$ cat config.mk
export PLATFORM = sky130hd
export DESIGN_NAME = time_set_controller
export DESIGN_NICKNAME = d
export VERILOG_FILES = /design/src/rtl/time_set_controller.sv
export SDC_FILE = /design/constraint.sdc
export NUM_CORES = 1
export LEC_CHECK = 0
export CORE_MARGIN = 10
export CORE_UTILIZATION = 59
export DETAILED_ROUTE_END_ITERATION = 7
export PLACE_DENSITY = 0.95
export RECOVER_POWER = 100
export SYNTH_ARGS = -nofsm -noshare
export SYNTH_HDL_FRONTEND = slang
export SYNTH_SLANG_ARGS = --single-unit
$ cat constraint.sdc
create_clock -name clk -period 6.1 [get_ports clk]
set_input_delay 1.83 -clock clk [delete_from_list [all_inputs] [get_ports clk]]
set_output_delay 1.83 -clock clk [all_outputs]
set_load 0.05 [all_outputs]
$ cat src/rtl/time_set_controller.sv
// Set-mode sequencer for the clock display: captures live time, edits h/m/s with wrap,
// generates the blink phase and commits the edited time to the timekeeper with a load strobe.
//
// state  | meaning
// RUN    | selector shows live time, buttons other than set ignored
// SET_H  | editing hours
// SET_M  | editing minutes
// SET_S  | editing seconds
// COMMIT | one-cycle load of ih/im/is into the timekeeper
module time_set_controller #(
  parameter int BLINK_CYCLES = 25000000,
  parameter int TIMEOUT_S    = 30
) (
  input  logic       clk,
  input  logic       rst,
  input  logic       tick_1hz,
  input  logic       btn_set,
  input  logic       btn_inc,
  input  logic       btn_dec,
  input  logic [6:0] h,
  input  logic [6:0] m,
  input  logic [6:0] s,
  output logic [6:0] ih,
  output logic [6:0] im,
  output logic [6:0] is,
  output logic       clockon,
  output logic       hset,
  output logic       mset,
  output logic       sset,
  output logic       pulse,
  output logic       load
);

  localparam int BW = $clog2(BLINK_CYCLES + 1);
  localparam int TW = $clog2(TIMEOUT_S + 1);
  localparam logic [BW-1:0] BLINK_RELOAD = BW'(BLINK_CYCLES - 1);
  localparam logic [TW-1:0] TMO_RELOAD   = TW'(TIMEOUT_S);

  typedef enum logic [2:0] {RUN, SET_H, SET_M, SET_S, COMMIT} state_t;

  state_t          state, state_n;
  logic [6:0]      ih_n, im_n, is_n;
  logic [BW-1:0]   blink_cnt, blink_cnt_n;
  logic            pulse_n;
  logic [TW-1:0]   tmo_cnt, tmo_cnt_n;
  logic            in_set, edit_inc, edit_dec, any_btn;

  // Out-of-range captures land on 0 going up and on the field max going down.
  function automatic logic [6:0] wrap_inc(input logic [6:0] v, input logic [6:0] max);
    return (v >= max) ? 7'd0 : v + 7'd1;
  endfunction

  function automatic logic [6:0] wrap_dec(input logic [6:0] v, input logic [6:0] max);
    return (v == 7'd0 || v > max) ? max : v - 7'd1;
  endfunction

  always_comb begin
    state_n     = state;
    ih_n        = ih;
    im_n        = im;
    is_n        = is;
    blink_cnt_n = blink_cnt;
    pulse_n     = pulse;
    tmo_cnt_n   = tmo_cnt;
    in_set      = (state == SET_H) || (state == SET_M) || (state == SET_S);
    any_btn     = btn_set || btn_inc || btn_dec;
    edit_inc    = in_set && !btn_set && btn_inc && !btn_dec;
    edit_dec    = in_set && !btn_set && btn_dec && !btn_inc;

    case (state)
      RUN: begin
        if (btn_set) begin
          ih_n    = h;
          im_n    = m;
          is_n    = s;
          state_n = SET_H;
        end
      end
      SET_H: begin
        if (btn_set)       state_n = SET_M;
        else if (edit_inc) ih_n = wrap_inc(ih, 7'd23);
        else if (edit_dec) ih_n = wrap_dec(ih, 7'd23);
      end
      SET_M: begin
        if (btn_set)       state_n = SET_S;
        else if (edit_inc) im_n = wrap_inc(im, 7'd59);
        else if (edit_dec) im_n = wrap_dec(im, 7'd59);
      end
      SET_S: begin
        if (btn_set)       state_n = COMMIT;
        else if (edit_inc) is_n = wrap_inc(is, 7'd59);
        else if (edit_dec) is_n = wrap_dec(is, 7'd59);
      end
      COMMIT:  state_n = RUN;
      default: state_n = RUN;
    endcase

    // Idle timer counts down remaining ticks; any press restarts it.
    if (!in_set || any_btn) begin
      tmo_cnt_n = TMO_RELOAD;
    end else if (tick_1hz) begin
      if (tmo_cnt <= TW'(1)) begin
        state_n   = RUN;
        tmo_cnt_n = TMO_RELOAD;
      end else begin
        tmo_cnt_n = tmo_cnt - TW'(1);
      end
    end

    if (state_n != state || (in_set && (btn_inc || btn_dec))) begin
      blink_cnt_n = BLINK_RELOAD;
      pulse_n     = 1'b0;
    end else if (in_set) begin
      if (blink_cnt == '0) begin
        blink_cnt_n = BLINK_RELOAD;
        pulse_n     = ~pulse;
      end else begin
        blink_cnt_n = blink_cnt - BW'(1);
      end
    end
  end

  always_ff @(posedge clk) begin
    if (rst) begin
      state     <= RUN;
      ih        <= 7'd0;
      im        <= 7'd0;
      is        <= 7'd0;
      blink_cnt <= BLINK_RELOAD;
      pulse     <= 1'b0;
      tmo_cnt   <= TMO_RELOAD;
      clockon   <= 1'b1;
      hset      <= 1'b0;
      mset      <= 1'b0;
      sset      <= 1'b0;
      load      <= 1'b0;
    end else begin
      state     <= state_n;
      ih        <= ih_n;
      im        <= im_n;
      is        <= is_n;
      blink_cnt <= blink_cnt_n;
      pulse     <= pulse_n;
      tmo_cnt   <= tmo_cnt_n;
      clockon   <= (state_n == RUN);
      hset      <= (state_n == SET_H);
      mset      <= (state_n == SET_M);
      sset      <= (state_n == SET_S);
      load      <= (state_n == COMMIT);
    end
  end

endmodule

==> results of run 1 <==
==> final cells by class <==
cell class,instances,area share
Sequential cell,60,0.271
Multi-Input combinational cell,370,0.515
Timing Repair Buffer,56,0.123
Clock inverter,6,0.0251
Tap cell,75,0.0212
Inverter,16,0.0136
Clock buffer,10,0.0311
==> kinds of logic after synthesis <==
group | count (synthesis)
simple gates | 215
compound gates | 113
flops | 60
buf+inv | 48
xor+xnor | 30
fa+ha+maj | 12
==> power groups by stage <==
stage                     clock (mW)  sequential, mW  combinational [mW]
final                          0.450           0.443               0.260
after global routing           0.469           0.446               0.281
after CTS                      0.452           0.442               0.263
after detailed placement           0           0.450               0.260
after global placement             0           0.450               0.255
after floorplan                    0           0.486               0.145
==> layout by cell type (no fill, tap or decap), types with 4 or more instances in the layout <==
cell | netlist | routed
a21oi_1 | 28 | 28
a31oi_1 | 5 | 5
and2_1 | 7 | 5
and3_1 | 7 | 7
clkbuf_8 | 0 | 10
clkdlybuf4s50_1 | 0 | 23
dfxtp_1 | 60 | 60
dlygate4sd3_1 | 0 | 30
ha_1 | 12 | 12
inv_1 | 16 | 16
nand2_1 | 57 | 57
nand2b_1 | 8 | 8
nand3_1 | 24 | 24
nand4_1 | 7 | 7
nor2_1 | 47 | 48
nor2b_1 | 4 | 4
nor3_1 | 14 | 14
nor4_1 | 7 | 7
nor4b_1 | 4 | 4
o21ai_0 | 28 | 29
o221ai_1 | 8 | 8
o31ai_1 | 10 | 10
or3_1 | 7 | 7
xnor2_1 | 16 | 16
xor2_1 | 14 | 14
==> worst paths after layout <==
| path | startpoint | to | slack [ns] | cells past startpoint |
|---|---|---|---|---|
| max | btn_set | blink_cnt[13] | 1.68 | 6 |
| min | blink_cnt[12] | blink_cnt[12] | 0.50 | 2 |
| max reg2reg | state[0] | blink_cnt[13] | 3.28 | 6 |
| min reg2reg | blink_cnt[12] | blink_cnt[12] | 0.50 | 2 |
==> worst max-delay path, stage by stage <==
cell and delay (ns):
dlygate4sd3_1 0.85, nor4b_1 0.15, a221o_1 0.37, a221o_1 0.34, nor2_1 0.85, nand3_1 0.19
==> metrics by stage <==
stage,hold WS [ns],utilization,instances
after detailed placement,0.479,0.699,577
after global placement,0.463,0.699,577
after CTS,0.498,0.741,593
final,0.495,0.739,593
after floorplan,0.450,-,478
after global routing,0.519,0.739,593
==> sequential cells by signal, summed over array words and instances (netlist names) <==
signal	count
blink_cnt	25
ih	7
im	7
is	7
tmo_cnt	5
state	3
clockon	1
hset	1
load	1
mset	1
pulse	1
sset	1
==> routing by layer <==
layer  part of all wire  routed length [microns]  GRT usage  vias up
met4              0.019                      190     0.0628        0
li1                   -                        -          -     1786
met1               0.41                     3950      0.219     1707
met2               0.49                     4820      0.330      159
met3              0.081                      787     0.0698       31
met5                  0                        0          0        -
==> flow_metrics.py, run 1 <==
metrics = {
    "run_status": {
        "status": "finished, final reports clean",
    },
    "clocking": {
        "root_buffer": "clkbuf_8",
        "cts-hold-fix-buffers": 0,
        "htree_levels": 3,
        "tritoncts": "yes",
        "cts.path.max_buffers": 2,
        "numClockSinks": 60,
        "clkTransAtPathRegs_ns": 0.07,
        "postCtsSetupRepairBufs": 0,
        "clkLatencyLatePin_ns": 0.36,
        "cts_made_buffers": 9,
        "cts_resized": 0,
    },
    "layout": {
        "seqCellArea_sq_um": 1200,
        "final_nets": 552,
        "drive_gt1_frac": 0.0618,
        "area_delta_synth_final_pct": 20.7,
        "multi_input_area_sq_um": 2280,
        "num_antenna_cells": 0,
        "finish.instance_area_sq_um": 4430,
        "nFillCells": 426,
    },
    "yosys": {
        "synthCells": 478,
        "synth_warnings": 0,
        "synth_flop_cell": "dfxtp_1",
        "synth_adder_area_share": 0.0409,
        "synth_most_common_cell": "dfxtp_1",
        "syn_area_sq_um": 3670,
        "synth_top_family_by_area": "simple AND/OR/NAND/NOR gates",
        "synth.top_cell.area_share": 0.327,
        "synth_xor_area_frac": 0.0716,
        "ys_seq_area_frac": 0.327,
        "synthArstFlopShare": 0,
        "synth_seq_cells": 60,
        "avgSynthCellArea_sq_um": 7.68,
        "synth_compound_area_frac": 0.204,
        "synthSimpleGateAreaFrac": 0.303,
        "synth.area.mux_share": 0,
        "synth_cell_types": 60,
        "synth_nets": 517,
        "yosysTopAreaCell": "dfxtp_1",
        "synthTopCellsByArea": "dfxtp_1 33%, nand2_1 5.8%, nor2_1 4.8%, ha_1 4.1%, a21oi_1 3.8%",
        "synth_common_cells": "60 x dfxtp_1, 57 x nand2_1, 47 x nor2_1",
        "synth_edf_count": 0,
    },
    "job": {
        "maxCapViolations": 0,
    },
    "pwr": {
        "combPwrFrac": 0.226,
        "power_density_nw_per_um2": 260,
        "p_switching_uw": 367,
        "leakage_nw": 1.65,
        "switching_share": 0.318,
        "p_total_mw": 1.15,
        "ir_worst_vdd_uv": 186,
        "sequentialPowerShare": 0.384,
        "p_int_uw": 787,
        "p_clk_frac": 0.390,
    },
    "sta": {
        "slew_viol_final": 0,
        "relSlewSlack": 0.266,
        "tightestPinTransition_ns": 1.10,
        "period_share": 0.725,
        "finalWorstSetupSlack_ns": 1.68,
        "fin_crit_ns": 4.42,
        "finalSetupTns_ns": 0,
        "hold_viol_final": 0,
        "rsz0062_at_grt": "no",
        "fmax_mhz": 226,
        "finalClockSkew_ns": 0.00793,
        "finalSetupViolCount": 0,
    },
    "placement": {
        "port_buffers": 53,
        "post_dp_cell_area_sq_um": 4190,
        "hpwl_microns": 6870,
        "gp_congestion": 0.982,
        "place_ws_ns": 1.69,
    },
    "floorplan": {
        "core_sq_um": 5990,
        "die_h_microns": 98.9,
        "start_util": 0.613,
        "num_rows": 28,
        "io-pin-count": 54,
        "dieArea_sq_um": 9780,
        "die_w_microns": 98.9,
    },
    "detailed_routing": {
        "drc": 0,
        "via_per_inst": 6.21,
        "initialDrtViolationCount": 435,
        "drtPass1Iterations": 6,
        "via_count": 3683,
        "finalWirelength_microns": 9740,
        "antenna_left": 0,
        "routedWlPerCell_microns": 16.4,
    },
    "grt": {
        "grt_pass1_vias": 3442,
        "grt_usage": 0.194,
        "overflow": 0,
        "grt_pass1_wl_microns": 16000,
        "grt_start_max_net_pins": 23,
        "antenna_found_initial": 0,
    },
    "setup_path": {
        "required_ns": 6.28,
        "crit_arrival_ns": 4.60,
        "cp_max_fo": 17,
        "cp-start-kind": "input pin",
        "criticalPathCategory": "input pin to flop",
        "worstSetupEndpointType": "flop",
    },
    "hold_path": {
        "holdCritPathClass": "flop to flop",
    },
}
Power figures use the tool's default switching activity.
==> run 2, diff against run 1 <==
Settings changed: CORE_UTILIZATION 59 to 55, PLACE_DENSITY 0.95 to 0.9.
Clock period 6.1 ns to 4.35 ns, I/O delays scaled along.
==> flow_metrics.py, run 2 (synthesis gave the netlist of run 1 again) <==
metrics = {
    "setup_path": {
        "required_ns": 4.52,
        "crit_arrival_ns": 4.01,
        "crit_path_start": "btn_set",
        "cp_max_fo": 17,
        "reg2reg_from": "tmo_cnt[1]",
        "cp_cell_sequence": "dlygate4sd3_1 > nor4b_1 > a221o_1 > a221o_1 > nor2_1 > o21ai_0",
        "cp_slowest_stage_delay_ns": 0.83,
        "worstSetupEndpointType": "flop",
        "crit_path_end": "blink_cnt[0]",
        "rr_endpoint": "blink_cnt[0]",
        "crit_top_cell": "a221o_1",
        "criticalPathCategory": "input pin to flop",
        "cp-start-kind": "input pin",
        "r2r_cells": 8,
        "crit_slowest_cell": "nor2_1",
        "rrSetupSlack_ns": 1.57,
    },
    "layout": {
        "seqCellArea_sq_um": 1200,
        "drive_gt1_frac": 0.0600,
        "nFillCells": 532,
        "final_nets": 552,
        "utilization": 0.679,
        "final_cell_mix": "60 x dfxtp_1, 57 x nand2_1, 48 x nor2_1",
        "area_delta_synth_final_pct": 18.7,
        "final_common_cell": "dfxtp_1",
        "finish.instance_area_sq_um": 4360,
        "largest_reg_flops": 25,
        "num_antenna_cells": 0,
        "max_flop_register": "blink_cnt",
        "multi_input_area_sq_um": 2270,
    },
    "clocking": {
        "clkTransAtPathRegs_ns": 0.07,
        "cts_made_buffers": 9,
        "tritoncts": "yes",
        "numClockSinks": 60,
        "cts_resized": 0,
        "postCtsSetupRepairBufs": 0,
        "clkLatencyLatePin_ns": 0.35,
        "htree_levels": 3,
        "root_buffer": "clkbuf_8",
        "cts-hold-fix-buffers": 0,
        "cts.path.max_buffers": 2,
    },
    "grt": {
        "grt_usage": 0.187,
        "grt_start_max_net_pins": 23,
        "antenna_found_initial": 0,
        "grt_pass1_vias": 3508,
        "grt_pass1_wl_microns": 16000,
        "overflow": 0,
    },
    "sta": {
        "tightestPinTransition_ns": 1.06,
        "period_share": 0.884,
        "rsz0062_at_grt": "no",
        "finalSetupViolCount": 0,
        "slew_viol_final": 0,
        "hold_viol_final": 0,
        "relSlewSlack": 0.288,
        "finalClockSkew_ns": 0.0158,
        "finalSetupTns_ns": 0,
        "fin_crit_ns": 3.85,
        "fmax_mhz": 260,
    },
    "hold_path": {
        "holdCritPathClass": "flop to flop",
        "hp-start": "blink_cnt[12]",
    },
    "pwr": {
        "combPwrFrac": 0.248,
        "leakage_nw": 1.63,
        "switching_share": 0.339,
        "power_density_nw_per_um2": 336,
        "p_clk_frac": 0.326,
        "ir_worst_vdd_uv": 279,
        "p_switching_uw": 497,
        "sequentialPowerShare": 0.426,
        "p_int_uw": 967,
    },
    "run_status": {
        "status": "finished, final reports clean",
    },
    "floorplan": {
        "die_w_microns": 102,
        "die_h_microns": 102,
        "io-pin-count": 54,
        "core_sq_um": 6420,
        "start_util": 0.572,
        "num_rows": 29,
        "dieArea_sq_um": 10300,
    },
    "detailed_routing": {
        "finalWirelength_microns": 9720,
        "initialDrtViolationCount": 387,
        "via_count": 3718,
        "routedWlPerCell_microns": 16.4,
        "antenna_left": 0,
        "via_per_inst": 6.26,
        "drc": 0,
        "drtPass1Iterations": 5,
    },
    "placement": {
        "gp_congestion": 0.997,
        "port_buffers": 53,
        "hpwl_microns": 6860,
        "post_dp_cell_area_sq_um": 4190,
    },
    "job": {
        "maxCapViolations": 0,
    },
}
## run 2: cell count changes in the layout (fill, tap and decap cells not counted), sizes merged
cell,before,now
clkinvlp,1,0
buf,1,2
bufinv,3,1
clkinv,2,4
clkbuf,12,11
## run 2: worst max-delay path: cells and delay by family
family / cells / cell delay [ns]
AO/OA/AOI/OAI: 3 / 0.91
buffers and inverters: 1 / 0.79
AND/OR/NAND/NOR: 2 / 1.00
## run 2: how the worst min path moves through the flow
stage | end | slack (ns) | cells past startpoint
after floorplan | blink_cnt[12] | 0.45 | 2
after global placement | blink_cnt[22] | 0.46 | 2
after detailed placement | blink_cnt[12] | 0.46 | 2
after CTS | blink_cnt[12] | 0.48 | 2
after global routing | blink_cnt[24] | 0.52 | 2
final | blink_cnt[12] | 0.49 | 2
## run 2: power by group through the flow
stage	clock, mW	sequential, mW	combinational (mW)
finish	0.477	0.623	0.363
global route	0.510	0.628	0.395
CTS	0.483	0.621	0.369
detailed placement	0	0.633	0.365
floorplan	0	0.681	0.203
global placement	0	0.632	0.358
## run 2: cell type report
| type | count | area share |
|---|---|---|
| Timing Repair Buffer | 56 | 0.126 |
| Clock buffer | 10 | 0.0293 |
| Clock inverter | 5 | 0.0123 |
| Tap cell | 77 | 0.0221 |
| Inverter | 16 | 0.0138 |
| Sequential cell | 60 | 0.276 |
| Multi-Input combinational cell | 370 | 0.521 |
## run 2: metal layers
layer | wire [microns] | GRT usage | part of all wire
met1 | 3990 | 0.219 | 0.41
met2 | 4740 | 0.304 | 0.49
met3 | 745 | 0.0654 | 0.077
met4 | 248 | 0.0814 | 0.026
met5 | 0 | 0 | 0
## run 2: per-stage QoR
step | setup WS (ns) | instances | hold slack, ns | power, mW
5_1_grt | 0.361 | 594 | 0.523 | 1.53
4_1_cts | 0.894 | 594 | 0.484 | 1.47
2_1_floorplan | 1.60 | 478 | 0.450 | 0.884
6_report | 0.504 | 594 | 0.487 | 1.46
3_3_place_gp | 0.680 | 579 | 0.462 | 0.991
3_5_place_dp | 0.526 | 579 | 0.463 | 0.998
